[config.mk]
export PLATFORM = sky130hd
export DESIGN_NAME = uart_tx
export DESIGN_NICKNAME = d
export VERILOG_FILES = /design/src/rtl/uart_tx_pkg.sv /design/src/rtl/uart_tx_flex_pts_sr.sv /design/src/rtl/uart_tx.sv
export SDC_FILE = /design/constraint.sdc
export NUM_CORES = 1
export LEC_CHECK = 0
export CORE_ASPECT_RATIO = 0.8
export CORE_MARGIN = 2
export CORE_UTILIZATION = 53
export CTS_BUF_LIST = sky130_fd_sc_hd__clkbuf_8 sky130_fd_sc_hd__clkbuf_16
export DETAILED_ROUTE_END_ITERATION = 10
export HOLD_SLACK_MARGIN = 0.06
export PLACE_DENSITY = 0.73
export SLEW_MARGIN = 20
export SYNTH_ARGS = -nofsm -noshare
export SYNTH_HDL_FRONTEND = slang
export SYNTH_SLANG_ARGS = --single-unit
[constraint.sdc]
create_clock -name clk -period 3.6 [get_ports clk]
set_input_delay 1.08 -clock clk [delete_from_list [all_inputs] [get_ports clk]]
set_output_delay 1.08 -clock clk [all_outputs]
set_load 0.01 [all_outputs]
[src/rtl/uart_tx_pkg.sv]
// uart_tx_pkg
// Definitions shared by the UART transmitter and its serializer.
//   state_t    : transmitter FSM states (IDLE, START, DATA, STOP)
//   START_BIT  : line level driven during the start bit
//   STOP_BIT   : line level driven during the stop bit
//   IDLE_LEVEL : line level held while no frame is in progress
package uart_tx_pkg;

  typedef enum logic [1:0] {
    IDLE  = 2'd0,
    START = 2'd1,
    DATA  = 2'd2,
    STOP  = 2'd3
  } state_t;

  localparam logic START_BIT  = 1'b0;
  localparam logic STOP_BIT   = 1'b1;
  localparam logic IDLE_LEVEL = 1'b1;

endpackage

[src/rtl/uart_tx_flex_pts_sr.sv]
// flex_pts_sr
// Parallel-to-serial shift register with selectable bit order.
// serial_out always shows the bit at the head of the register. Each shift
// moves the next bit to the head and fills the vacated end with 1.
//   clk          : clock, rising edge
//   rst          : synchronous active-high reset, register becomes all ones
//   load_enable  : capture parallel_in (wins over shift_enable)
//   shift_enable : advance to the next bit
//   parallel_in  : word to serialize, NUM_BITS wide
//   serial_out   : current head bit (LSB when SHIFT_MSB=0, MSB when 1)
module flex_pts_sr #(
  parameter int   NUM_BITS  = 8,
  parameter logic SHIFT_MSB = 1'b0
) (
  input  logic                clk,
  input  logic                rst,
  input  logic                load_enable,
  input  logic                shift_enable,
  input  logic [NUM_BITS-1:0] parallel_in,
  output logic                serial_out
);

  logic [NUM_BITS-1:0] r_shift;

  // Load beats shift so a new word is never corrupted by a stray shift.
  always_ff @(posedge clk) begin
    if (rst) begin
      r_shift <= '1;
    end else if (load_enable) begin
      r_shift <= parallel_in;
    end else if (shift_enable) begin
      if (SHIFT_MSB) begin
        r_shift <= {r_shift[NUM_BITS-2:0], 1'b1};
      end else begin
        r_shift <= {1'b1, r_shift[NUM_BITS-1:1]};
      end
    end
  end

  assign serial_out = SHIFT_MSB ? r_shift[NUM_BITS-1] : r_shift[0];

endmodule

[src/rtl/uart_tx.sv]
// uart_tx
// UART transmitter: accepts a parallel word with a valid/ready handshake and
// sends it as start bit, NUM_BITS data bits, stop bit, each held for
// CLKS_PER_BIT cycles.
//   clk        : clock, rising edge
//   rst        : synchronous active-high reset
//   tx_data    : word to send, NUM_BITS wide
//   tx_valid   : tx_data holds a word to send
//   tx_ready   : high only while idle; a word is taken when valid && ready
//   tx_busy    : inverse of tx_ready
//   serial_out : registered serial line, idles high
//   frame_done : one-cycle pulse in the last cycle of the stop bit
module uart_tx
  import uart_tx_pkg::*;
#(
  parameter int   NUM_BITS     = 8,
  parameter int   CLKS_PER_BIT = 10,
  parameter logic SHIFT_MSB    = 1'b0
) (
  input  logic                clk,
  input  logic                rst,
  input  logic [NUM_BITS-1:0] tx_data,
  input  logic                tx_valid,
  output logic                tx_ready,
  output logic                tx_busy,
  output logic                serial_out,
  output logic                frame_done
);

  localparam int TW = $clog2(CLKS_PER_BIT + 1);
  localparam int CW = $clog2(NUM_BITS + 1);
  localparam logic [TW-1:0] TIMER_LAST = TW'(CLKS_PER_BIT - 1);
  localparam logic [CW-1:0] BIT_LAST   = CW'(NUM_BITS - 1);

  state_t        r_state;
  state_t        w_nextState;
  logic [TW-1:0] r_timer;
  logic [TW-1:0] w_nextTimer;
  logic [CW-1:0] r_bitCnt;
  logic [CW-1:0] w_nextBitCnt;
  logic          r_serial;
  logic          w_nextSerial;
  logic          w_load;
  logic          w_shift;
  logic          w_frameDone;
  logic          w_srBit;
  logic          w_bitEnd;

  flex_pts_sr #(
    .NUM_BITS  (NUM_BITS),
    .SHIFT_MSB (SHIFT_MSB)
  ) u_sr (
    .clk          (clk),
    .rst          (rst),
    .load_enable  (w_load),
    .shift_enable (w_shift),
    .parallel_in  (tx_data),
    .serial_out   (w_srBit)
  );

  // Timer counts 0..CLKS_PER_BIT-1 within each bit; with CLKS_PER_BIT=1 it
  // sits at 0 and every cycle is a bit boundary.
  assign w_bitEnd = (r_timer == TIMER_LAST);

  // State, timer, bit counter and line register.
  always_ff @(posedge clk) begin
    if (rst) begin
      r_state  <= IDLE;
      r_timer  <= '0;
      r_bitCnt <= '0;
      r_serial <= IDLE_LEVEL;
    end else begin
      r_state  <= w_nextState;
      r_timer  <= w_nextTimer;
      r_bitCnt <= w_nextBitCnt;
      r_serial <= w_nextSerial;
    end
  end

  // Next-state logic. The line register is loaded one cycle ahead of each
  // bit period, so at every boundary into a data bit we copy the
  // serializer's head bit onto the line and shift in the same edge, which
  // puts the following bit at the head ready for the next boundary. The
  // last data boundary goes to the stop bit without shifting.
  always_comb begin
    w_nextState  = r_state;
    w_nextTimer  = r_timer + TW'(1);
    w_nextBitCnt = r_bitCnt;
    w_nextSerial = r_serial;
    w_load       = 1'b0;
    w_shift      = 1'b0;
    w_frameDone  = 1'b0;
    unique case (r_state)
      IDLE: begin
        w_nextTimer  = '0;
        w_nextSerial = IDLE_LEVEL;
        if (tx_valid) begin
          w_load       = 1'b1;
          w_nextState  = START;
          w_nextSerial = START_BIT;
        end
      end
      START: begin
        if (w_bitEnd) begin
          w_nextTimer  = '0;
          w_nextState  = DATA;
          w_nextBitCnt = '0;
          w_nextSerial = w_srBit;
          w_shift      = 1'b1;
        end
      end
      DATA: begin
        if (w_bitEnd) begin
          w_nextTimer = '0;
          if (r_bitCnt == BIT_LAST) begin
            w_nextState  = STOP;
            w_nextSerial = STOP_BIT;
          end else begin
            w_nextBitCnt = r_bitCnt + CW'(1);
            w_nextSerial = w_srBit;
            w_shift      = 1'b1;
          end
        end
      end
      STOP: begin
        if (w_bitEnd) begin
          w_nextTimer  = '0;
          w_frameDone  = 1'b1;
          w_nextState  = IDLE;
          w_nextSerial = IDLE_LEVEL;
        end
      end
      default: begin
        w_nextState  = IDLE;
        w_nextSerial = IDLE_LEVEL;
      end
    endcase
  end

  assign tx_ready   = (r_state == IDLE);
  assign tx_busy    = ~tx_ready;
  assign serial_out = r_serial;
  assign frame_done = w_frameDone;

endmodule

==> run metrics <==
Final Hold Fails=0; filler cell count=166; die area=between 0.002 and 0.003 mm^2; Area contributors post-synth=dfxtp_1 (34%), ha_1 (8.8%), a211oi_1 (6.0%); Longest Clk Path Bufs=2; Worst Path Max Fanout=4; Initial Utilization=between 50% and 60%; fin. max-slew vios=0; Initial DRT Pass Iterations=4; via count=1044; antenna cells=0; Avg Cell Area, Syn=between 8 and 9 um^2; Yosys cell types=41; CTS tree=yes; cell accounting for the most synthesized area=dfxtp_1; layout cells sized above 1=between 4 and 5%; CTS clk-pin slew, worst paths=~0.070 ns; Netlist Area Pre-Place=0.001132 mm^2; CORE AREA=roughly 0.002 mm^2; Resized Gates After CTS=0; worst path bufs/invs=1; slowest library cell on the worst path=clkdlybuf4s50_1; Tmin final=roughly 2.9 ns; Yosys reg bits=19; Die Span X=~56 um; Setup CP Type=reg -> out; hold_buf cts=0; Post-Syn Nets=150; setup TNS=0 ns; Cell Rows=14; vias in the first global route=~1000; Detail Route Antenna Nets=0; RSZ-0062 raised after global routing=false; io pins=15; CTS buffer count=3; cell with the most instances after synthesis=dfxtp_1; Post-synth ARST share=0%; DIE HEIGHT=about 45 um; crit-path cells=ha_1 > and3b_1 > and2_1 > clkdlybuf4s50_1; clk_skew=around 0.0042 ns; Mapped Cells=131; status=completed; CP required=2.52 ns; Register Area=between 300 and 400 um^2; leakage power=between 0.4 and 0.5 nW; Yosys warning total=0; f_max=0.3470 GHz; DP Worst Slack=0.9077 ns; HPWL Detailed=approximately 1800 um; DRC errors left=0; crit end category=output port; nets@finish=161; max_cap viols=0; Placed Instances=~160; global-route wire length before repair=roughly 4500 um; Hold WC Path Type=reg -> reg; DRT iter0 DRCs=between 40 and 50; Root Buffer=clkbuf_8; Overflow after GRT=0; Clock Latency Late Sink=around 0.26 ns; fin cells=between 150 and 200; Pwr Density=just over 500 mW/mm^2; H-tree lvl count=1; Multi-input gate area=between 600 and 700 um^2; critical path's top delay family=buffers and inverters; list of most frequent post-synthesis cells=dfxtp_1 (19), nor3_1 (12), a211oi_1 (9); Worst Path Arrival=1.80 ns; Worst path max stage delay=about 0.53 ns; routed len/inst=around 16 um; number of flops mapped to enable cells by yosys=0; Avg Vias per Cell=roughly 6.3; post-synthesis sequential area ratio=33.59%; Final period util=between 80% and 90%; DRT Wirelength=2605 um; GRT Util Overall=between 20% and 30%; largest net degree at the start of global routing=16; CP Launch Type=flip-flop; VDD IR max=0.5250 mV; initial antenna violation count=0; clk sinks=19; post-route setup slack=0.7179 ns; relative slew slack=between 40% and 50%; Yosys top cell area share=33.59%; Placer Congestion=roughly 0.87; Pwr Total=just under 0.7 mW; Finish-stage setup viols=0; Slew @ Worst Pin=between 0.8 and 0.9 ns; Synth Flop Type=dfxtp_1; post-CTS setup buffer count=0; post-route cell area=0.001321 mm^2; Cell Area, Placed=around 0.0013 mm^2; Port Buffers=14; Layout area overhead=16.69%
report_power, final:
| part | internal, mW | leakage [nW] | total, mW | switching [mW] |
|---|---|---|---|---|
| combinational | 0.113 | 0.284 | 0.265 | 0.152 |
| sequential | 0.246 | 0.155 | 0.271 | 0.0251 |
| clock | 0.0759 | 0.0269 | 0.150 | 0.0737 |
| total | 0.435 | 0.466 | 0.686 | 0.251 |
worst reg2reg max path: stages (launching register included):
cell,delay [ns]
dfxtp_1,0.37
inv_1,0.10
ha_1,0.30
nor2_1,0.70
or3_1,0.39
a211oi_1,0.12
cells in the final DEF, fill, tap and decap left out, drive strengths merged:
master         instances
nand3                  3
nand4b                 2
o31ai                  3
a21oi                  3
and3b                  1
a2111oi                1
nor2                   7
o211ai                 2
nand2                  4
nor2b                  1
nand4                  1
buf                    2
o21ai                  2
o31a                   1
nor4b                  1
inv                    8
o311ai                 1
o41ai                  1
a221o                  1
and4b                  1
a211oi                 9
nand2b                 1
dfxtp                 19
nor4                   7
or3                    5
mux2i                  2
or4                    1
o211a                  1
a211o                  5
xor2                   1
clkdlybuf4s50         14
nor3                  12
nand3b                 2
xnor2                  1
nor4bb                 1
and2                   3
clkbuf                 3
ha                     8
per-layer routing:
layer  track usage (%)  share of wire [%]  vias to the layer above
li1                  -                  -                      515
met1             30.27                 50                      497
met2             38.81                 45                       30
met3             6.017                5.1                        2
met4             5.854               0.50                        0
met5                 0                  0                        -
logic make-up after synthesis:
group           count (synthesis)  share of synthesized area, %
simple gates                   53                         28.07
compound gates                 30                         20.22
flops                          19                         33.59
buf+inv                        17                         5.966
fa+ha+maj                       8                         8.840
xor+xnor                        2                         1.547
mux                             2                         1.768
registers in the layout, indices dropped and copies added, names as in the netlist:
signal,flops
u_sr.r_shift,8
r_state,2
r_timer,4
r_bitCnt,4
serial_out,1
layout make-up:
| type | instances | area share (%) |
|---|---|---|
| multi-input cells | 95 | 51.80 |
| flip-flops and latches | 19 | 28.79 |
| repair buffers | 16 | 11.74 |
| clock inverters | 1 | 0.2841 |
| well taps | 24 | 2.273 |
| clock buffers | 3 | 3.125 |
| inverters | 7 | 1.989 |
final timing paths:
path / end / depth (start not counted) / start / slack, ns
worst min-delay path: r_timer[0] / 1 / r_timer[0] / 0.48
worst max register to register: u_sr.r_shift[3] / 5 / r_state[0] / 1.48
worst min register to register: r_timer[0] / 1 / r_timer[0] / 0.48
worst max-delay path: frame_done / 4 / r_timer[0] / 0.72
stage by stage:
step / hold slack, ns / util [%]
detailed placement: 0.4709 / 65.64
finish: 0.4837 / 67.95
CTS: 0.4874 / 67.95
global placement: 0.4494 / 65.64
global route: 0.5123 / 67.95
floorplan: 0.4337 / -
Note: power is estimated with default switching activity, not from simulation.
==> edit 1: new RTL, config.mk and constraints unchanged <==
`SHIFT_MSB` is set to 1'b0 in 2 places; all go to 1'b1.
--- a/src/rtl/uart_tx_flex_pts_sr.sv
+++ b/src/rtl/uart_tx_flex_pts_sr.sv
@@ -11,5 +11,5 @@
 module flex_pts_sr #(
   parameter int   NUM_BITS  = 8,
-  parameter logic SHIFT_MSB = 1'b0
+  parameter logic SHIFT_MSB = 1'b1
 ) (
   input  logic                clk,
--- a/src/rtl/uart_tx.sv
+++ b/src/rtl/uart_tx.sv
@@ -16,5 +16,5 @@
   parameter int   NUM_BITS     = 8,
   parameter int   CLKS_PER_BIT = 10,
-  parameter logic SHIFT_MSB    = 1'b0
+  parameter logic SHIFT_MSB    = 1'b1
 ) (
   input  logic                clk,
Formal check against the unedited RTL: same outputs for any inputs over 10 cycles, from zero or initial values and one cycle with rst high; that may be too few to reach the edited logic, so the function may still have changed.
==> edit 1 against the original RTL <==
  * Highest routed layer unchanged
  * Synthesized cell count unchanged
  * Sequential share of layout area stayed put
  * Area after synthesis up 0.22%
  * Design area is the same
  * Setup slack better by 41 ps
  * Routed wire length down 2.4%
  * Non-clock buffer count stayed put
  * Power shrank 0.98%
  * Critical path depth stayed put
  * Utilization did not move
  * Sequential cell count did not move
  * First-iteration DRC count shrank 50%
  * Largest cell class unchanged
==> edit 1: results (changes against the original RTL) <==
* Status: finished clean
* Dpl ws at 992 ps (+84.0 ps)
* Most frequent cells after synthesis: dfxtp_1, nor3_1, a211oi_1, ha_1
* Post-Synthesis Net Count at 150 (unchanged)
* DP HPWL at 1.86 mm (+1.8%)
* DRT iter0 DRCs at 22 (-50%)
* Worst EP arrival at 1760 ps (-40 ps)
* Flop2flop setup slack at 1550 ps (+70 ps)
* Adder-cell share of the synthesized area at 8.82% (-0.019 points)
* Relative slew margins at 45.4% (+2.9 points)
* Hold_ws at 504 ps (+20.0 ps)
* Via density per instance at 6.29 (-0.57%)
* Hold_buf cts at 0 (unchanged)
* WL per Instance at 15.4 um (-2.4%)
* Xor-xnor portion of the synthesized cell area at 1.54% (-0.0034 points)
* Complex-gate fraction of the synthesized area at 20.2% (-0.045 points)
* Max VDD drop at 0.445 mV (-15%)
* Clock skew at 3.83 ps (-0.390 ps)
* Reg2reg end: u_sr.r_shift[4]$_SDFFE_PP1P_
* Leakage at 0.466 nW (about the same)
* GPL Wtd Cong at 0.868 (about the same)
* Setup Fix Bufs, Post-CTS at 0 (unchanged)
* Net Sw Frac at 35.9% (-0.69 points)
* Largest net degree at the start of global routing at 27 (+11)
* First-pass GRT wire length at 4.15 mm (-8.3%)
* Vias in the first global route at 867 (-14%)
* Vias at 1038 (-0.57%)
* Post-Syn Area per Cell at 8.66 um^2 (+0.22%)
* Final min period at 2840 ps (-41.0 ps)
* Mux share of post-synthesis cell area at 1.76% (-0.0039 points)
* Top cells by area, synth: dfxtp_1, ha_1, a211oi_1, nor3_1, a211o_1
* # fillers at 160 (-3.6%)
* Total track usage at 21.7% (-1.4 points)
-- edit 1: cell count changes after synthesis --
| cell | delta |
|---|---|
| clkbuf_1 | -2 |
| buf_2 | +2 |
-- edit 1: layer usage --
metal / GRT usage (%) / up-vias / wire length [um]
li1: - / 519 / -
met1: 30.8 / 487 / 1300
met2: 32.4 / 28 / 1090
met3: 6.53 / 4 / 129
met4: 5.85 / 0 / 25
met5: 0 / - / 0
-- edit 1: power groups by stage --
stage          Clock [mW]  Combinational (mW)  Sequential, mW
2_1_floorplan           0               0.185           0.271
3_5_place_dp            0               0.261           0.275
4_1_cts             0.148               0.263           0.270
5_1_grt             0.160               0.293           0.276
3_3_place_gp            0               0.256           0.274
6_report            0.145               0.263           0.271
-- edit 1: layout make-up --
class                   count  area share [%]
repair buffers             16            11.7
multi-input cells          95            51.8
inverters                   7            1.99
clock inverters             1           0.284
flip-flops and latches     19            28.8
well taps                  24            2.27
clock buffers               3            3.12
==> edit 2: new RTL, config.mk and constraints unchanged <==
Without the edit above. The 4 states of `state_t` get a one-hot encoding in 4 bits.
--- a/src/rtl/uart_tx_pkg.sv
+++ b/src/rtl/uart_tx_pkg.sv
@@ -7,9 +7,9 @@
 package uart_tx_pkg;
 
-  typedef enum logic [1:0] {
-    IDLE  = 2'd0,
-    START = 2'd1,
-    DATA  = 2'd2,
-    STOP  = 2'd3
+  typedef enum logic [3:0] {
+    IDLE  = 4'b0001,
+    START = 4'b0010,
+    DATA  = 4'b0100,
+    STOP  = 4'b1000
   } state_t;
 
Formal check against the unedited RTL: same outputs for any inputs over 10 cycles, from zero or initial values and one cycle with rst high; not proved beyond that.
==> edit 2 against the original RTL <==
  * Via count decreased by 1.5%
  * Setup slack got worse by 220 ps
  * Worst hold slack improved by 2.8 ps
  * Area after synthesis decreased by 3.0%
  * Final cell count increased by 1.2%
  * Sequential share of layout area increased by 4.2 points
  * Routed wire length decreased by 4.6%
  * Sequential cell count increased by 2
  * Global-route usage increased by 0.48 points
  * Design area decreased by 3.5%
  * Maximum frequency decreased by 7.1%
  * Critical path type unchanged
  * Highest routed layer unchanged
Power is not compared: it rests on default switching activity, and its combinational part moved more than twofold at a synthesized area within 25%.
==> edit 2: results (changes against the original RTL) <==
* Status: finished clean
* Synth cell types at 35 (-15%)
* Worst EP arrival at 2020 ps (+220 ps)
* Dpl ws at 802 ps (-106 ps)
* Top cells by area, synth: dfxtp_1, nor2_1, a31oi_1, nand3_1, o21ai_0
* Post-Syn Instances at 133 (+1.5%)
* Post-route insts no fill at 167 (+1.2%)
* DP Area at 0.00123 mm^2 (-3.7%)
* Placed instance count at 163 (+1.2%)
* Max stage delay cell, worst path: dfxtp_1
* Most frequent cells after synthesis: dfxtp_1, nor2_1, nand3_1, a31oi_1, o21ai_0
* # fillers at 174 (+4.8%)
* Total track usage at 23.6% (+0.48 points)
* DRT iter0 DRCs at 41 (-6.8%)
* Vias in the first global route at 927 (-8.3%)
* Pre-Repair DR Iteration Count at 5 (+1)
* Worst path top cell family by delay: simple AND/OR/NAND/NOR gates
* First-pass GRT wire length at 4.21 mm (-6.9%)
* Largest net degree at the start of global routing at 19 (+3)
* CP max FO at 7 (+3)
* Register area share after synthesis at 38.3% (+4.7 points)
* Most flops, register: u_sr.r_shift
* Via density per instance at 6.16 (-2.7%)
* Post-Synthesis Net Count at 147 (-2.0%)
* Final Cell Area at 0.00127 mm^2 (-3.5%)
* Clock skew at 4.28 ps (+0.0642 ps)
==> edit 2: cell count changes in the layout (fill, tap and decap cells not counted), sizes merged, moves of 4 or more <==
cell,delta
ha,-5
a211oi,-8
nor3,-10
o21ai,+8
a31oi,+11
or3,-4
nand3,+9
nor4,-5
nor2,+12
a211o,-5
a21oi,+6
==> edit 2: where the power goes <==
group / total (mW) / switching (mW) / internal (mW)
registers: 0.256 / 0.0119 / 0.244
clock network: 0.151 / 0.0736 / 0.0770
logic: 0.0700 / 0.0353 / 0.0347
==> edit 2: final cells by class <==
type	instances	area share, %
clock inverters	1	0.393
flip-flops and latches	21	33.0
multi-input cells	97	47.7
well taps	24	2.36
inverters	6	1.77
repair buffers	15	11.6
clock buffers	3	3.24
==> edit 2: final timing paths <==
kind	start	endpoint	slack, ps	cells past startpoint
max reg2reg	r_state[3]$_SDFFE_PP0P_	r_bitCnt[3]$_SDFFE_PP0P_	1610	4
min	u_sr.r_shift[7]$_SDFFE_PP1P_	u_sr.r_shift[6]$_SDFFE_PP1P_	490	2
min reg2reg	u_sr.r_shift[7]$_SDFFE_PP1P_	u_sr.r_shift[6]$_SDFFE_PP1P_	490	2
max	r_state[0]$_SDFFE_PP1P_	tx_busy	500	4
==> edit 2: cell families (layout without fill, tap and decap cells) <==
kind of cell | Yosys count | count (layout) | share of synthesized area, %
fa+ha+maj | 3 | 3 | 3.42
buf+inv | 15 | 25 | 6.38
simple gates | 50 | 50 | 26.1
xor+xnor | 3 | 3 | 2.39
compound gates | 41 | 41 | 23.5
flops | 21 | 21 | 38.3
==> edit 2: per-layer routing <==
layer | GRT usage, % | routed length, um | vias up
met5 | 0 | 0 | -
met4 | 5.37 | 22 | 0
met3 | 6.95 | 125 | 4
met2 | 37.4 | 1180 | 28
met1 | 31.8 | 1160 | 480
li1 | - | - | 516
==> edit 2: worst register-to-register path, stage by stage (launching register included) <==
cell and delay, ps:
dfxtp_1 480, nor4b_4 620, a21oi_2 240, or4_1 440
a21oi_1 150
